===== src/rtl/bitwise_serial.sv =====
// Slice-serial bitwise unit: applies AND/OR/XOR/AND-NOT to WIDTH-bit operands
// CHUNK bits per clock, LSB slice first, with a start/busy/done handshake.
module bitwise_serial #(
  parameter int WIDTH = 32,
  parameter int CHUNK = 8
) (
  input  logic             clk,
  input  logic             rst_n,
  input  logic             start,
  input  logic [WIDTH-1:0] a,
  input  logic [WIDTH-1:0] b,
  input  logic [1:0]       op_sel,
  input  logic             a_sel,
  input  logic [1:0]       b_sel,
  output logic             busy,
  output logic             done,
  output logic [WIDTH-1:0] res,
  output logic             zero
);

  localparam int NCHUNK = WIDTH / CHUNK;
  localparam int IDX_W  = (NCHUNK > 1) ? $clog2(NCHUNK) : 1;

  typedef enum logic [1:0] {
    S_IDLE,
    S_RUN,
    S_DONE
  } state_t;

  typedef enum logic [1:0] {
    OP_AND  = 2'b00,
    OP_OR   = 2'b01,
    OP_XOR  = 2'b10,
    OP_ANDN = 2'b11
  } op_t;

  state_t             state;
  logic [IDX_W-1:0]   idx;
  logic [WIDTH-1:0]   real_a;
  logic [WIDTH-1:0]   real_b;
  op_t                op;

  logic [WIDTH-1:0]   sel_a;
  logic [WIDTH-1:0]   sel_b;
  int unsigned        base;
  logic [CHUNK-1:0]   slice_a;
  logic [CHUNK-1:0]   slice_b;
  logic [CHUNK-1:0]   slice_res;
  logic [WIDTH-1:0]   res_next;
  logic               last;

  // Operand selects are resolved once, at acceptance, so later input changes
  // cannot disturb a running operation.
  always_comb begin
    sel_a = a_sel ? b : a;
    unique casez (b_sel)
      2'b1?:   sel_b = '0;
      2'b01:   sel_b = '1;
      default: sel_b = b;
    endcase
  end

  // NOTE: every always_comb output gets a value on every path (defaults first)
  // so no latch is inferred.
  always_comb begin
    base    = int'(idx) * CHUNK;
    slice_a = real_a[base +: CHUNK];
    slice_b = real_b[base +: CHUNK];
    unique case (op)
      OP_AND:  slice_res = slice_a & slice_b;
      OP_OR:   slice_res = slice_a | slice_b;
      OP_XOR:  slice_res = slice_a ^ slice_b;
      default: slice_res = slice_a & ~slice_b;
    endcase
    res_next = res;
    res_next[base +: CHUNK] = slice_res;
    last = (idx == IDX_W'(NCHUNK - 1));
  end

  // NOTE: sequential state uses non-blocking assignments only, so every
  // register samples pre-edge values regardless of statement order.
  always_ff @(posedge clk or negedge rst_n) begin
    if (!rst_n) begin
      state  <= S_IDLE;
      idx    <= '0;
      real_a <= '0;
      real_b <= '0;
      op     <= OP_AND;
      res    <= '0;
      zero   <= 1'b0;
    end else begin
      unique case (state)
        S_IDLE, S_DONE: begin
          if (start) begin
            real_a <= sel_a;
            real_b <= sel_b;
            op     <= op_t'(op_sel);
            idx    <= '0;
            state  <= S_RUN;
          end else begin
            state  <= S_IDLE;
          end
        end
        S_RUN: begin
          res <= res_next;
          if (last) begin
            // zero must reflect the slice written on this same edge.
            zero  <= (res_next == '0);
            state <= S_DONE;
          end else begin
            idx <= idx + 1'b1;
          end
        end
        default: state <= S_IDLE;
      endcase
    end
  end

  assign busy = (state == S_RUN);
  assign done = (state == S_DONE);

endmodule

===== config.mk =====
export PLATFORM = sky130hd
export DESIGN_NAME = bitwise_serial
export DESIGN_NICKNAME = d
export VERILOG_FILES = /design/src/rtl/bitwise_serial.sv
export SDC_FILE = /design/constraint.sdc
export NUM_CORES = 1
export LEC_CHECK = 0
export CORE_MARGIN = 1
export CORE_UTILIZATION = 52
export CTS_CLUSTER_DIAMETER = 40
export DETAILED_ROUTE_END_ITERATION = 7
export GPL_TIMING_DRIVEN = 0
export HOLD_SLACK_MARGIN = 0.06
export PLACE_DENSITY = 0.78
export SYNTH_ARGS = -nofsm -noshare
export SYNTH_HDL_FRONTEND = slang
export SYNTH_SLANG_ARGS = --single-unit

===== constraint.sdc =====
create_clock -name clk -period 3.81 [get_ports clk]
set_input_delay 0.762 -clock clk [delete_from_list [all_inputs] [get_ports clk]]
set_output_delay 0.762 -clock clk [all_outputs]
set_load 0.005 [all_outputs]

==> metrics.csv, run 1 <==
metric,value,unit
Crit. End Element,flip-flop,
Fillers,857,
Worst Reg2Reg Path Length in Cells,12,
Ant. Diodes,0,
cell chain of the critical path,buf_6 > buf_2 > mux2i_1 > nand2_1 > o21ai_1 > ha_1 > nand2_1 > a21oi_1 > a2111oi_0 > o211ai_1 > or4_1 > o41ai_2,
H-Tree Depth,3,
largest net degree at the start of global routing,68,
Area after DPL,0.00672,mm²
GP Congestion,0.893,
Post-Synth Adder-Cell Area,3.89,%
fin nets,751,
Period minus WS final,3.33,ns
Synthesized Nets,634,
kind of critical path,reg -> reg,
Slowest cell on crit path,or4_1,
first-pass GRT wire length,24.4,mm
Crit path buffers/inverters,2,
post-synthesis compound-gate area fraction,15.4,%
"Max FO, Critical Path",10,
reg2reg start,idx[0]$_DFFE_PN0P_,
initial antenna violation count,0,
CP Data Required Time,4.07,ns
Cell Pwr Density,824,mW/mm²
IO Pins,107,
clock skew,0.0121,ns
post_cts resized,0,
sequential area share after synthesis,47.1,%
Synth Warn #,0,
RR Endpoint,zero$_DFFE_PN0P_,
1st-iter DRT viols,289,
Layout area overhead,26.3,%
CTS tree,built,
Fin Hold WS,0.345,ns
Startpoint Class,flip-flop,
clock root buffer,clkbuf_8,
Max stage delay on crit path,0.44,ns
Die Y,105,µm
sequential power share,34.1,%
core area,0.0103,mm²
fin cells,803,
internal power,3.30,mW
worst hold path type,in -> async,
Post-route DRC,0,
asr flop ratio synth,100,%
fin crit share,87.4,%
worst slew pin tran,0.870,ns
DP Cell Count,787,
final setup violation count,0,
Post-CTS Setup Repair Bufs,0,
cell family with most CP delay,compound AO/OA/AOI/OAI gates,
drt first pass iters,7,
WP depth,12,
die area,0.0109,mm²
TritonCTS Buffers,9,
cts hold-fix bufs,0,
synthesized area,0.00547,mm²
Comb power frac,53.6,%
outcome,finished clean,
Fin. Hold Viols,0,
GRT Overall Usage,28.9,%
CP most frequent cell,nand2_1,
setup TNS,0,ns
FMAX,0.300,GHz
Synth Flop Type,dfrtp_1,
share of cells above drive strength 1,5.40,%
# rows,37,
Max Cap Viol,0,
crit path from,idx[0]$_DFFE_PN0P_,
Longest Clk Path Bufs,2,
Net Switching,2.39,mW
Post-synth EDFFs,0,
total number of vias,4725,
total leakage power,3.06,nW
RSZ-0062 raised after global routing,false,
number of vias per cell,5.88,
number of global-route vias before repair,4759,
DR WL/cell,18.4,µm
syn avg cell area,10.0,µm²
clock latency on the worst-skew pair,0.37,ns
distinct cell type count after synthesis,44,
Max IR drop VDD,0.000319,V
final total power,5.69,mW
relative max-transition margin,42.0,%
Sw Share,42.0,%
Post-Synth XOR/XNOR Area,0.938,%
Worst EP arrival,3.59,ns
largest family of logic cells by synthesized area,compound AO/OA/AOI/OAI gates,
multiplexer share of the synthesized area,13.7,%
Post-DRT Antenna Nets,0,
Simple-Gate Fraction of Synth Area,14.6,%
synthesized flop and latch total,103,
I/O Buffers,105,
fin. max-slew vios,0,
HPWL after DPL,11.4,mm
Worst-path clk slew,0.10,ns
grt total ovfl,0,
DIE WIDTH,105,µm
Sink Count,103,
r2r setup slk,0.48,ns
Initial Utilization,53.2,%
design area,0.00691,mm²
Mapped Cells,545,
clock group share of total power,12.3,%
final wirelength,14.8,mm
[metal layers]
metal	routed length, µm	track usage, %	up-vias
li1	-	-	2172
met1	5990	36.8	2297
met2	7460	49.4	226
met3	930	4.49	30
met4	435	11.9	0
met5	0	0	-
[cells by family (layout without fill, tap and decap cells)]
family / count (synthesis) / after routing
mux: 53 / 53
compound gates: 128 / 128
buf+inv: 56 / 178
simple gates: 183 / 183
fa+ha+maj: 17 / 17
xor+xnor: 5 / 5
flops: 103 / 103
[final cells by class]
class | instances | area (µm²) | area share (%)
plain buffers | 32 | 148 | 2.14
clock buffers | 10 | 128 | 1.85
clock inverters | 6 | 67.6 | 0.978
inverters | 24 | 90.1 | 1.30
multi-input cells | 386 | 2660 | 38.4
flip-flops and latches | 103 | 2580 | 37.3
well taps | 136 | 170 | 2.46
repair buffers | 106 | 1080 | 15.6
[per-stage QoR]
step,setup WS (ns),utilization (%)
floorplan,1.01,-
global placement,-1.71,65.1
detailed placement,0.509,65.4
CTS,0.495,67.3
global route,0.285,67.3
finish,0.478,67.3
[state kept, by name, summed over array words and instances, names as in the netlist]
signal	count
idx	2
op	2
real_a	32
real_b	32
res	32
state	2
zero	1
[synth_stat cells, drive strengths merged, types with 2 or more instances]
| cell | count | area, µm² |
|---|---|---|
| a21oi | 11 | 55.1 |
| a22o | 17 | 149 |
| a31o | 2 | 17.5 |
| a31oi | 2 | 12.5 |
| a32o | 3 | 30.0 |
| and2 | 3 | 18.8 |
| buf | 8 | 57.6 |
| clkbuf | 24 | 90.1 |
| dfrtp | 103 | 2580 |
| ha | 17 | 213 |
| inv | 23 | 86.3 |
| mux2 | 4 | 48.8 |
| mux2i | 35 | 350 |
| mux4 | 14 | 349 |
| nand2 | 96 | 360 |
| nand2b | 14 | 87.6 |
| nor2 | 47 | 176 |
| nor3 | 5 | 25.0 |
| nor4 | 7 | 43.8 |
| nor4b | 2 | 17.5 |
| nor4bb | 2 | 20.0 |
| o21ai | 53 | 265 |
| o22ai | 3 | 18.8 |
| o31ai | 32 | 240 |
| or3 | 2 | 12.5 |
| xnor2 | 5 | 51.3 |
[power groups by stage]
stage	combinational (mW)	clock [mW]	sequential [mW]
floorplan	1.99	0	1.86
global placement	2.92	0	1.92
detailed placement	3.03	0	1.95
CTS	3.04	0.702	1.93
global route	3.36	0.749	2.00
finish	3.05	0.702	1.94
[worst max path at each step]
stage,end
floorplan,zero$_DFFE_PN0P_
global placement,real_a[23]$_DFFE_PN0P_
detailed placement,zero$_DFFE_PN0P_
CTS,zero$_DFFE_PN0P_
global route,zero$_DFFE_PN0P_
finish,zero$_DFFE_PN0P_
[placed cells by master, fill, tap and decap left out, drive strengths merged, types with 3 or more instances in the layout]
| cell type | Yosys | final |
|---|---|---|
| a21oi | 11 | 11 |
| a22o | 17 | 17 |
| a32o | 3 | 3 |
| and2 | 3 | 3 |
| buf | 8 | 10 |
| clkbuf | 24 | 34 |
| clkdlybuf4s50 | 0 | 104 |
| clkinv | 1 | 3 |
| dfrtp | 103 | 103 |
| ha | 17 | 17 |
| inv | 23 | 25 |
| mux2 | 4 | 4 |
| mux2i | 35 | 35 |
| mux4 | 14 | 14 |
| nand2 | 96 | 96 |
| nand2b | 14 | 14 |
| nor2 | 47 | 47 |
| nor3 | 5 | 5 |
| nor4 | 7 | 7 |
| o21ai | 53 | 53 |
| o22ai | 3 | 3 |
| o31ai | 32 | 32 |
| xnor2 | 5 | 5 |
No activity file was read; power rests on OpenSTA's default activity.
==> run 2: changes to the inputs <==
--- a/config.mk
+++ b/config.mk
@@ -5,13 +5,16 @@
 export SDC_FILE = /design/constraint.sdc
 export NUM_CORES = 1
 export LEC_CHECK = 0
+export CELL_PAD_IN_SITES_DETAIL_PLACEMENT = 1
+export CELL_PAD_IN_SITES_GLOBAL_PLACEMENT = 2
 export CORE_MARGIN = 1
-export CORE_UTILIZATION = 52
+export CORE_UTILIZATION = 33
 export CTS_CLUSTER_DIAMETER = 40
 export DETAILED_ROUTE_END_ITERATION = 7
 export GPL_TIMING_DRIVEN = 0
 export HOLD_SLACK_MARGIN = 0.06
-export PLACE_DENSITY = 0.78
+export MAX_ROUTING_LAYER = met4
+export PLACE_DENSITY = 0.79
 export SYNTH_ARGS = -nofsm -noshare
 export SYNTH_HDL_FRONTEND = slang
 export SYNTH_SLANG_ARGS = --single-unit
==> metrics.csv, run 2 (synthesis gave the netlist of run 1 again) <==
metric,value,unit,change
DIE WIDTH,131,µm,+25%
Crit path buffers/inverters,3,,+1
relative max-transition margin,35.6,%,-6.4 points
Period minus WS final,3.43,ns,+0.103 ns
kind of critical path,reg -> reg,,
Sink Count,103,,unchanged
Die Y,131,µm,+25%
clock latency on the worst-skew pair,0.36,ns,about the same
IO Pins,107,,unchanged
number of global-route vias before repair,5009,,+5.3%
"commonest non-fill, non-tap cell in the layout",clkdlybuf4s50_1,,
Post-route DRC,0,,unchanged
reg2reg start,idx[0]$_DFFE_PN0P_,,
post_cts resized,0,,unchanged
grt total ovfl,0,,unchanged
Startpoint Class,flip-flop,,
WP depth,11,,-1
worst slew pin tran,0.952,ns,+0.0824 ns
I/O Buffers,105,,unchanged
Worst-path clk slew,0.07,ns,-0.03 ns
Cell Pwr Density,880,mW/mm²,+6.8%
Max Cap Viol,0,,unchanged
r2r setup slk,0.38,ns,-0.10 ns
number of vias per cell,5.30,,-9.9%
# rows,46,,+24%
Fin Hold WS,0.369,ns,+0.0236 ns
Initial Utilization,34.1,%,-19 points
H-Tree Depth,3,,unchanged
Worst Reg2Reg Path Length in Cells,11,,-1
Longest Clk Path Bufs,2,,unchanged
final wirelength,18.1,mm,+22%
cell chain of the critical path,buf_6 > buf_2 > mux4_2 > inv_1 > ha_1 > nand2_1 > a21oi_1 > a31oi_1 > nor4b_1 > a21oi_1 > o41ai_2,,
share of cells above drive strength 1,5.40,%,unchanged
drt first pass iters,4,,-3
HPWL after DPL,13.8,mm,+21%
cell family with most CP delay,compound AO/OA/AOI/OAI gates,,
outcome,finished clean,,
GRT Overall Usage,23.6,%,-5.4 points
first-pass GRT wire length,28.4,mm,+16%
Slowest cell on crit path,a31oi_1,,
GP Congestion,0.843,,-5.7%
Fin. Hold Viols,0,,unchanged
FMAX,0.291,GHz,-3.0%
final setup violation count,0,,unchanged
CTS tree,built,,
Max stage delay on crit path,0.64,ns,+0.20 ns
Post-DRT Antenna Nets,0,,unchanged
Crit. End Element,flip-flop,,
initial antenna violation count,0,,unchanged
clock root buffer,clkbuf_16,,
CP most frequent cell,a21oi_1,,
cts hold-fix bufs,0,,unchanged
DR WL/cell,20.5,µm,+11%
total leakage power,3.14,nW,+2.4%
crit path from,idx[0]$_DFFE_PN0P_,,
TritonCTS Buffers,9,,unchanged
biggest regs,"real_a: 32 flops, real_b: 32 flops, res: 32 flops",,
fin crit share,90.1,%,+2.7 points
fin nets,751,,unchanged
Layout area overhead,31.2,%,
RR Endpoint,zero$_DFFE_PN0P_,,
CP Data Required Time,4.06,ns,about the same
RSZ-0062 raised after global routing,false,,
Area after DPL,0.00682,mm²,+1.5%
design area,0.00718,mm²,+3.9%
die area,0.0171,mm²,+56%
core area,0.0161,mm²,+56%
Post-CTS Setup Repair Bufs,0,,unchanged
Ant. Diodes,0,,unchanged
Max IR drop VDD,0.000308,V,-3.4%
worst hold path type,in -> async,,
Worst EP arrival,3.69,ns,+0.10 ns
fin. max-slew vios,0,,unchanged
Critical Path End,zero$_DFFE_PN0P_,,
"Max FO, Critical Path",10,,unchanged
largest net degree at the start of global routing,67,,-1.5%
total number of vias,4681,,-0.93%
clock skew,0.00818,ns,-0.00388 ns
1st-iter DRT viols,182,,-37%
most frequent cells in the layout,"clkdlybuf4s50_1, dfrtp_1, nand2_1",,
-- run 2: cell count changes in the layout (fill, tap and decap cells not counted) --
cell       previous run  this run
inv_8                 1         0
bufinv_16             1         4
inv_6                 1         0
clkinv_2              2         1
clkbuf_16             0         9
clkbuf_8              9         0
-- run 2: how the worst min path moves through the flow --
stage               slack [ns]  cells past startpoint              startpoint                     end
global route              0.41                      1                   rst_n     res[23]$_DFFE_PN0P_
CTS                       0.38                      1                   rst_n     res[23]$_DFFE_PN0P_
floorplan                 0.44                      2  real_b[10]$_DFFE_PN0P_  real_b[10]$_DFFE_PN0P_
finish                    0.37                      1                   rst_n     res[23]$_DFFE_PN0P_
global placement          0.45                      2  real_b[15]$_DFFE_PN0P_  real_b[15]$_DFFE_PN0P_
detailed placement        0.46                      2   real_b[0]$_DFFE_PN0P_   real_b[0]$_DFFE_PN0P_
-- run 2: through the flow --
stage               instances  TNS, ns  util (%)  worst slack, ns  power, mW
finish                    883        0      44.7            0.376       6.32
floorplan                 545        0         -             1.01       3.85
global placement          866  -208.56      42.3            -2.04       5.08
global route              883        0      44.7            0.187       6.78
CTS                       883        0      44.7            0.380       6.37
detailed placement        867        0      42.4            0.430       5.22
-- run 2: final cells by class --
cell class	count	area, µm²
clock inverter	6	133
inverter	24	90.1
timing repair buffer	106	1080
fill	1779	8880
tap	216	270
sequential	103	2580
clock buffer	10	229
buffer	32	148
multi-input combinational	386	2660
-- run 2: power by group --
part	total (mW)	leakage [nW]	internal, mW	switching, mW
logic	3.25	1.64	1.40	1.85
registers	1.93	1.33	1.60	0.332
clock network	1.13	0.173	0.708	0.422
total	6.32	3.14	3.71	2.61
-- run 2: per-layer routing --
metal  up-vias  track usage (%)  part of all wire, %
li1       2173                -                    -
met5         -                -                    0
met1      2359             28.3                   44
met3        30             3.42                  3.9
met2       119             40.3                   50
met4         0             8.32                  2.0
